--- src/rtl/vga_trace_sweep_pkg.sv ---
// Shared types and default constants for the scope-trace sweep generator.
// Channel colours are packed with ch0 in the LSBs.
package vga_pkg;

  typedef enum logic [1:0] {
    IDLE  = 2'd0,
    SWEEP = 2'd1,
    DONE  = 2'd2
  } sweep_state_t;

  localparam int X_COLS_DEF  = 160;
  localparam int NUM_CH_DEF  = 2;
  localparam int COLOR_W_DEF = 12;
  localparam logic [NUM_CH_DEF*COLOR_W_DEF-1:0] CH_COLORS_DEF = {12'h0F0, 12'hF00};

  function automatic int chw(input int n);
    return (n > 1) ? $clog2(n) : 1;
  endfunction

endpackage

--- src/rtl/vga_trace_sweep_if.sv ---
// Control and point bus between the sweep controller and the pixel drawer.
// pix_ready exists only when VGA_SWEEP_BP_EN is defined.
interface vga_trace_sweep_if
  import vga_pkg::*;
#(
  parameter int XW      = 8,
  parameter int ADDR_W  = 11,
  parameter int DIV_W   = 2,
  parameter int NUM_CH  = NUM_CH_DEF,
  parameter int COLOR_W = COLOR_W_DEF
);
  localparam int CHW = chw(NUM_CH);

  logic               start;
  logic               enable;
  logic [DIV_W-1:0]   time_division;
`ifdef VGA_SWEEP_BP_EN
  logic               pix_ready;
`endif
  logic [XW-1:0]      CounterX;
  logic [CHW-1:0]     ch_sel;
  logic [ADDR_W-1:0]  read_CounterX;
  logic [COLOR_W-1:0] color;
  logic               pix_valid;
  logic               busy;
  logic               finished;

  modport master (
`ifdef VGA_SWEEP_BP_EN
    output pix_ready,
`endif
    output start, enable, time_division,
    input  CounterX, ch_sel, read_CounterX, color, pix_valid, busy, finished
  );

  modport slave (
`ifdef VGA_SWEEP_BP_EN
    input  pix_ready,
`endif
    input  start, enable, time_division,
    output CounterX, ch_sel, read_CounterX, color, pix_valid, busy, finished
  );

endinterface

--- src/rtl/vga_trace_sweep_addr_step.sv ---
// Sample-buffer read address: step latched on start, accumulator wraps modulo 2**ADDR_W.
// Registered; clear has priority over advance.
module vga_addr_step #(
  parameter int ADDR_W = 11,
  parameter int DIV_W  = 2
) (
  input  logic              clk,
  input  logic              reset,
  input  logic              clear,
  input  logic              load,
  input  logic [DIV_W-1:0]  time_division,
  input  logic              advance,
  output logic [ADDR_W-1:0] addr
);

  logic [DIV_W:0] step;

  always_ff @(posedge clk) begin
    if (reset) begin
      step <= (DIV_W+1)'(1);
      addr <= '0;
    end else begin
      if (load)
        step <= {1'b0, time_division} + (DIV_W+1)'(1);
      if (clear)
        addr <= '0;
      else if (advance)
        addr <= addr + ADDR_W'(step);
    end
  end

endmodule

--- src/rtl/vga_trace_sweep.sv ---
// Sweeps plot columns x channels, one point per cycle; first point the cycle after start.
// Backpressure via pix_ready only with VGA_SWEEP_BP_EN; a stalled point holds stable.
module vga_trace_sweep
  import vga_pkg::*;
#(
  parameter int X_COLS  = X_COLS_DEF,
  parameter int XW      = 8,
  parameter int ADDR_W  = 11,
  parameter int DIV_W   = 2,
  parameter int NUM_CH  = NUM_CH_DEF,
  parameter int COLOR_W = COLOR_W_DEF,
  parameter logic [NUM_CH*COLOR_W-1:0] CH_COLORS = CH_COLORS_DEF
) (
  input logic              clk,
  input logic              reset,
  vga_trace_sweep_if.slave bus
);

  localparam int CHW = chw(NUM_CH);

  sweep_state_t      state, nxt;
  logic [XW-1:0]     cx;
  logic [CHW-1:0]    ch;
  logic [ADDR_W-1:0] rd_addr;
  logic              pv, bsy, fin;
  logic              accept, stall, last_ch, last_col, last_pt;
  logic              clr, load, adv;

`ifdef VGA_SWEEP_BP_EN
  assign accept = pv & bus.pix_ready;
  assign stall  = pv & ~bus.pix_ready;
`else
  assign accept = pv;
  assign stall  = 1'b0;
`endif

  assign last_ch  = (ch == CHW'(NUM_CH-1));
  assign last_col = (cx == XW'(X_COLS-1));
  assign last_pt  = accept & last_ch & last_col;

  always_ff @(posedge clk) begin
    if (reset) state <= IDLE;
    else       state <= nxt;
  end

  always_comb begin
    nxt  = state;
    load = 1'b0;
    clr  = 1'b0;
    adv  = 1'b0;
    unique case (state)
      IDLE: begin
        if (bus.start) begin
          nxt  = SWEEP;
          load = 1'b1;
          clr  = 1'b1;
        end
      end
      SWEEP: begin
        if (last_pt) nxt = DONE;
        adv = accept & last_ch & ~last_col;
      end
      DONE: begin
        nxt = IDLE;
        clr = 1'b1;
      end
      default: nxt = IDLE;
    endcase
  end

  always_ff @(posedge clk) begin
    if (reset) begin
      cx  <= '0;
      ch  <= '0;
      pv  <= 1'b0;
      bsy <= 1'b0;
      fin <= 1'b0;
    end else begin
      bsy <= (nxt == SWEEP);
      fin <= (state == SWEEP) & last_pt;
      // A stalled point keeps valid asserted even if enable drops meanwhile
      pv  <= (nxt == SWEEP) & (stall | bus.enable);
      if (clr) begin
        cx <= '0;
        ch <= '0;
      end else if (state == SWEEP && accept && !last_pt) begin
        if (!last_ch) begin
          ch <= ch + CHW'(1);
        end else begin
          ch <= '0;
          cx <= cx + XW'(1);
        end
      end
    end
  end

  vga_addr_step #(.ADDR_W(ADDR_W), .DIV_W(DIV_W)) u_addr_step (
    .clk           (clk),
    .reset         (reset),
    .clear         (clr),
    .load          (load),
    .time_division (bus.time_division),
    .advance       (adv),
    .addr          (rd_addr)
  );

  assign bus.CounterX      = cx;
  assign bus.ch_sel        = ch;
  assign bus.read_CounterX = rd_addr;
  assign bus.color         = CH_COLORS[ch*COLOR_W +: COLOR_W];
  assign bus.pix_valid     = pv;
  assign bus.busy          = bsy;
  assign bus.finished      = fin;

endmodule

--- src/flat_wrapper.sv ---
// flat-port wrapper written by rule: the top's interface ports become plain ports
module vga_trace_sweep_flat import vga_pkg::*;
#(
  parameter int X_COLS  = X_COLS_DEF,
  parameter int XW      = 8,
  parameter int ADDR_W  = 11,
  parameter int DIV_W   = 2,
  parameter int NUM_CH  = NUM_CH_DEF,
  parameter int COLOR_W = COLOR_W_DEF,
  parameter logic [NUM_CH*COLOR_W-1:0] CH_COLORS = CH_COLORS_DEF
)
  (clk, reset, bus_start, bus_enable, bus_time_division, bus_CounterX, bus_ch_sel, bus_read_CounterX, bus_color, bus_pix_valid, bus_busy, bus_finished);
  vga_trace_sweep_if #(.XW(XW), .ADDR_W(ADDR_W), .DIV_W(DIV_W), .NUM_CH(NUM_CH), .COLOR_W(COLOR_W)) bus_i ();
  input logic clk;
  input logic reset;
  input wire logic [$bits(bus_i.start)-1:0] bus_start;
  input wire logic [$bits(bus_i.enable)-1:0] bus_enable;
  input wire logic [$bits(bus_i.time_division)-1:0] bus_time_division;
  output wire logic [$bits(bus_i.CounterX)-1:0] bus_CounterX;
  output wire logic [$bits(bus_i.ch_sel)-1:0] bus_ch_sel;
  output wire logic [$bits(bus_i.read_CounterX)-1:0] bus_read_CounterX;
  output wire logic [$bits(bus_i.color)-1:0] bus_color;
  output wire logic [$bits(bus_i.pix_valid)-1:0] bus_pix_valid;
  output wire logic [$bits(bus_i.busy)-1:0] bus_busy;
  output wire logic [$bits(bus_i.finished)-1:0] bus_finished;
  assign bus_i.start = bus_start;
  assign bus_i.enable = bus_enable;
  assign bus_i.time_division = bus_time_division;
  assign bus_CounterX = bus_i.CounterX;
  assign bus_ch_sel = bus_i.ch_sel;
  assign bus_read_CounterX = bus_i.read_CounterX;
  assign bus_color = bus_i.color;
  assign bus_pix_valid = bus_i.pix_valid;
  assign bus_busy = bus_i.busy;
  assign bus_finished = bus_i.finished;
  vga_trace_sweep #(.X_COLS(X_COLS), .XW(XW), .ADDR_W(ADDR_W), .DIV_W(DIV_W), .NUM_CH(NUM_CH), .COLOR_W(COLOR_W), .CH_COLORS(CH_COLORS)) u_core (.clk(clk), .reset(reset), .bus(bus_i));
endmodule
--- config.mk ---
export PLATFORM = sky130hd
export DESIGN_NAME = vga_trace_sweep_flat
export DESIGN_NICKNAME = d
export VERILOG_FILES = /design/src/rtl/vga_trace_sweep_pkg.sv /design/src/rtl/vga_trace_sweep_if.sv /design/src/rtl/vga_trace_sweep_addr_step.sv /design/src/rtl/vga_trace_sweep.sv /design/src/flat_wrapper.sv
export SDC_FILE = /design/constraint.sdc
export NUM_CORES = 1
export LEC_CHECK = 0
export CAP_MARGIN = 10
export CORE_MARGIN = 1
export CORE_UTILIZATION = 50
export DETAILED_ROUTE_END_ITERATION = 10
export DONT_BUFFER_PORTS = 1
export PLACE_DENSITY = 0.63
export SLEW_MARGIN = 25
export SYNTH_ARGS = -nofsm -noshare
export SYNTH_HDL_FRONTEND = slang
export SYNTH_HIERARCHICAL = 1
export SYNTH_SLANG_ARGS = --single-unit
export TNS_END_PERCENT = 10
--- constraint.sdc ---
create_clock -name clk -period 4.9 [get_ports clk]
set_input_delay 0.49 -clock clk [delete_from_list [all_inputs] [get_ports clk]]
set_output_delay 0.49 -clock clk [all_outputs]
set_load 0.005 [all_outputs]
==> qor.csv, run 1 <==
metric;value;unit
clock root buffer;clkbuf_4;
Yosys reg bits;28;
Post-Syn Area;0.001429;mm^2
via/cell ratio;5.640;
total gr overflow;0;
Cell Count, Final, Fillers Out;175;
Worst Path Required;5170;ps
Final setup viols;0;
Adder-Cell Fraction of Synth Area;0.05779;
Post-route DRC;0;
initial antenna violation count;0;
layout cells sized above 1;0.09722;
I/O pin total;41;
via count;987;
commonest cells in the netlist;dfxtp_1, nor2_1, buf_4;
H-tree depth;1;
Yosys top cell area share;0.3923;
number of synthesized flops with an enable pin;0;
die height;55.46;um
cell area power density;258.2;mW/mm^2
XOR/XNOR share of the synthesized area;0.07356;
drt wl/cell;14.51;um
row cnt;19;
critical path type;flip-flop to flip-flop;
Final ANT Viol Nets;0;
class of the worst hold path;primary input to flip-flop;
final worst-path cycle share;0.5065;
Die X;55.46;um
first-pass GRT wire length;4512;um
Synthesis Warnings;6;
status;finished clean;
DRT Pass-1 Iters;4;
leakage power;0.4785;nW
Clock Tree Buf Depth;2;
CTS Buf Count;3;
# nets final;157;
largest area contributor in the netlist;dfxtp_1;
Initial Util;0.5227;
post-synthesis mux area share;0.03503;
Seq/Total Area, Yosys;0.3923;
final clock skew;0.9962;ps
die area;0.003075;mm^2
Max Slew Vio Count;0;
CTS clk-pin slew, worst paths;140;ps
post-DP HPWL;1896;um
Worst VDD drop;0.1457;mV
MaxCap Viol Count;0;
maximum clock frequency;402.9;MHz
placed cells;171;
Top FF cell, synth;dfxtp_1;
DR iter-0 viols;49;
total negative slack;0;ps
number of cells on the worst hold path;1;
Synth cell types;41;
CTS resizes;0;
RSZ-0062 raised after global routing;false;
P&R area growth vs syn;-1.401;%
top post-synthesis cells by area;dfxtp_1, buf_4, xnor2_1;
post-CTS setup buffer count;0;
gr usage total;0.1813;
core area;0.002734;mm^2
ANT cells;0;
min cycle time layout;2482;ps
Fillers;262;
vias in the first global route;990;
clock sink count;28;
number of port buffers;0;
cells after synthesis;152;
Post-synth ARST share;0;
worst path arrival time;2750;ps
final number of hold-violating endpoints;0;
Skew-Pair Late Insertion Delay;320;ps
complex-gate fraction of the synthesized area;0.1375;
Reg2Reg Depth;7;
Placer Congestion;0.7821;
Mapped Avg Cell Area;9.400;um^2
largest net degree at the start of global routing;16;
simple-gate share of the synthesized area;0.2032;
cell with the most instances after synthesis;dfxtp_1;
worst-path fanout max;10;
CTS tree;built;
Tightest Pin Transition;573.2;ps
largest family of logic cells by synthesized area;simple AND/OR/NAND/NOR gates;
crit path launch type;flip-flop;
final wirelength;2540;um
CTS Hold Bufs;0;
Worst Setup End Kind;flip-flop;
Worst Slack Setup Final;2418;ps
pre-CTS setup slack;2447;ps
slew margin rel.;0.6156;
[power breakdown]
| part | switching [mW] | total (mW) | internal (mW) | leakage [nW] |
|---|---|---|---|---|
| Combinational | 0.0109 | 0.0172 | 0.00626 | 0.231 |
| Sequential | 0.00389 | 0.235 | 0.231 | 0.227 |
| Clock | 0.0660 | 0.111 | 0.0455 | 0.0210 |
[layout by cell type (no fill, tap or decap), types with 3 or more instances in the layout]
master / netlist / final
nand2_1: 5 / 5
ha_1: 5 / 5
xor2_1: 3 / 3
nor3_1: 4 / 4
a211oi_1: 5 / 5
a21oi_1: 5 / 5
clkbuf_4: 0 / 3
o21ai_0: 3 / 3
xnor2_1: 9 / 9
inv_1: 9 / 9
mux2i_1: 5 / 5
nor2_1: 20 / 20
nand3_1: 4 / 4
conb_1: 1 / 4
dfxtp_1: 28 / 28
[final timing paths]
path / start / to / slack [ps]
setup / recovery: u_core/bus.CounterX[0]$_SDFFE_PP0P_ / u_core/u_addr_step/addr[10]$_SDFFE_PP0P_ / 2420
hold / removal: reset / u_core/state[0]$_SDFF_PP0_ / 210
setup reg to reg: u_core/bus.CounterX[0]$_SDFFE_PP0P_ / u_core/u_addr_step/addr[10]$_SDFFE_PP0P_ / 2420
hold reg to reg: u_core/u_addr_step/addr[10]$_SDFFE_PP0P_ / u_core/u_addr_step/addr[10]$_SDFFE_PP0P_ / 520
[metal layers]
layer  vias to the layer above  part of all wire  GRT usage  wire length (um)
li1                        495                 -          -                 -
met1                       451              0.44     0.2148              1116
met2                        35              0.48     0.3115              1226
met3                         6             0.062    0.04918               157
met4                         0             0.016    0.06786                40
met5                         -                 0          0                 0
[per-stage QoR]
| stage | hold slack (ps) | instance area (um^2) | total power [mW] | utilization |
|---|---|---|---|---|
| final | 208.0 | 1409 | 0.3638 | 0.5153 |
| after global routing | 173.3 | 1409 | 0.3838 | 0.5153 |
| after CTS | 197.1 | 1409 | 0.3678 | 0.5153 |
| after detailed placement | 501.8 | 1373 | 0.2573 | 0.5021 |
| after global placement | 478.4 | 1373 | 0.2566 | 0.5021 |
| after floorplan | 452.1 | 1440 | 0.2570 | - |
[logic make-up (layout without fill, tap and decap cells)]
logic type,Yosys count,count (layout)
simple gates,51,51
fa+ha+maj,6,6
mux,5,5
buf+inv,24,13
other cells,1,4
compound gates,25,25
xor+xnor,12,12
flops,28,28
[critical path: stages (launching register included)]
cell,delay [ps]
dfxtp_1,390
ha_1,290
and4_1,300
a21oi_2,490
and2_4,270
o21ai_2,70
or4_1,460
a21oi_1,150
[flip-flops by register name (all words and copies together) (netlist names)]
signal,cells
u_core/bus.CounterX,8
u_core/bus.busy,1
u_core/bus.ch_sel,1
u_core/bus.finished,1
u_core/bus.pix_valid,1
u_core/state,2
u_core/u_addr_step/addr,11
u_core/u_addr_step/step,3
[final cells by class]
type                            instances  area [um^2]  share of cell area
Multi-Input combinational cell        103        739.5              0.5249
Inverter                                9        33.78             0.02398
Tap cell                               31        38.79             0.02753
Sequential cell                        28        560.5              0.3979
Clock buffer                            4        36.28             0.02575
No activity file was read; power rests on OpenSTA's default activity.
==> inputs of run 2 (changes only) <==
--- a/config.mk
+++ b/config.mk
@@ -10,7 +10,7 @@
 export CORE_UTILIZATION = 50
 export DETAILED_ROUTE_END_ITERATION = 10
 export DONT_BUFFER_PORTS = 1
-export PLACE_DENSITY = 0.63
+export PLACE_DENSITY = 0.66
 export SLEW_MARGIN = 25
 export SYNTH_ARGS = -nofsm -noshare
 export SYNTH_HDL_FRONTEND = slang
==> constraint.sdc (replaced) <==
create_clock -name clk -period 2.25 [get_ports clk]
set_input_delay 0.225 -clock clk [delete_from_list [all_inputs] [get_ports clk]]
set_output_delay 0.225 -clock clk [all_outputs]
set_load 0.005 [all_outputs]
==> run 2 against run 1 <==
Compared with the run above: clock-buffer cell count shrank 1; cell count is 2.9% higher; utilization rose by 1.2 points; clock skew grew 8.8 ps; critical path type unchanged; non-clock buffer count up 6; largest cell class unchanged.
==> qor.csv, run 2 (synthesis gave the netlist of run 1 again) <==
metric;value;unit
status;finished clean;
min cycle time layout;2059;ps
Placer Congestion;0.8080;
drt wl/cell;14.17;um
H-tree depth;1;
first-pass GRT wire length;4416;um
initial antenna violation count;0;
CTS resizes;0;
DRT Pass-1 Iters;4;
row cnt;19;
clock root buffer;clkbuf_4;
placed cells;176;
# nets final;163;
max reg flops;11;
die area;0.003075;mm^2
gr usage total;0.1787;
leakage power;0.5015;nW
CTS tree;built;
Post-route DRC;0;
Worst Path Required;2510;ps
RSZ-0062 raised after global routing;false;
worst hold slack;18.61;ps
cell area power density;522.2;mW/mm^2
final clock skew;9.813;ps
total gr overflow;0;
MaxCap Viol Count;0;
I/O pin total;41;
layout cells sized above 1;0.1208;
Skew-Pair Late Insertion Delay;320;ps
post-CTS setup buffer count;0;
Initial Util;0.5227;
maximum clock frequency;485.6;MHz
crit path launch type;flip-flop;
P&R area growth vs syn;0.9630;%
Final ANT Viol Nets;0;
final worst-path cycle share;0.9153;
total negative slack;0;ps
die height;55.46;um
via count;1005;
core area;0.002734;mm^2
Fillers;250;
most frequent cells in the layout;dfxtp_1, nor2_1, inv_1, xnor2_1;
Clock Tree Buf Depth;2;
final number of hold-violating endpoints;0;
Die X;55.46;um
final wirelength;2551;um
Max Slew Vio Count;0;
worst path arrival time;2320;ps
CTS Buf Count;3;
via/cell ratio;5.583;
ANT cells;0;
critical path type;flip-flop to flip-flop;
largest net degree at the start of global routing;15;
DR iter-0 viols;27;
Worst Setup End Kind;flip-flop;
class of the worst hold path;primary input to flip-flop;
worst-path fanout max;5;
commonest non-fill, non-tap cell in the layout;dfxtp_1;
number of port buffers;0;
Worst VDD drop;0.3050;mV
most flop-heavy register;u_core/u_addr_step/addr;
clock sink count;28;
Cell Count, Final, Fillers Out;180;
post-DP HPWL;1887;um
Final setup viols;0;
vias in the first global route;969;
CTS clk-pin slew, worst paths;150;ps
run 2: cell count changes in the layout (fill, tap and decap cells not counted):
cell / before / now
buf_4: 0 / 5
clkbuf_8: 1 / 0
dlygate4sd3_1: 0 / 1
run 2: layout make-up:
type,count,area [um^2],share of cell area
Multi-Input combinational cell,103,739.5,0.5126
Tap cell,31,38.79,0.02689
Inverter,9,33.78,0.02342
Timing Repair Buffer,6,47.55,0.03296
Sequential cell,28,560.5,0.3886
Clock buffer,3,22.52,0.01561
run 2: through the flow:
stage,power [mW],worst slack (ps),utilization,cell area [um^2]
5_1_grt,0.7888,98.15,0.5277,1443
4_1_cts,0.7641,197.0,0.5277,1443
2_1_floorplan,0.5597,67.66,-,1440
6_report,0.7534,190.5,0.5277,1443
3_3_place_gp,0.5585,280.6,0.5158,1410
3_5_place_dp,0.5606,227.0,0.5158,1410
run 2: power breakdown:
group          switching [mW]  internal, mW
combinational          0.0264        0.0151
clock                   0.138        0.0626
sequential            0.00790         0.504
total                   0.172         0.581
run 2: final timing paths:
kind / startpoint / to / slack, ps / depth (start not counted)
hold / removal: bus_enable / u_core/bus.pix_valid$_SDFF_PP0_ / 20 / 1
setup / recovery: u_core/bus.CounterX[0]$_SDFFE_PP0P_ / u_core/u_addr_step/addr[10]$_SDFFE_PP0P_ / 190 / 7
setup reg to reg: u_core/bus.CounterX[0]$_SDFFE_PP0P_ / u_core/u_addr_step/addr[10]$_SDFFE_PP0P_ / 190 / 7
hold reg to reg: u_core/u_addr_step/addr[10]$_SDFFE_PP0P_ / u_core/u_addr_step/addr[10]$_SDFFE_PP0P_ / 530 / 2
run 2: what timing repair did:
item	CTS	global route
endpoints found under the setup margin	0	0
hold buffers	1	0
endpoints found under the hold margin	7	0
run 2: routing by layer:
| metal | up-vias | track usage | wire length [um] |
|---|---|---|---|
| met4 | 0 | 0.07857 | 17 |
| li1 | 507 | - | - |
| met3 | 2 | 0.03981 | 122 |
| met1 | 470 | 0.2448 | 1287 |
| met5 | - | 0 | 0 |
| met2 | 26 | 0.2702 | 1123 |
run 2: critical path: stages (launching register included):
cell	delay (ps)
dfxtp_1	390
ha_1	280
and4_1	250
a21oi_2	200
and2_4	190
o21ai_2	70
or4_1	480
a21oi_1	150
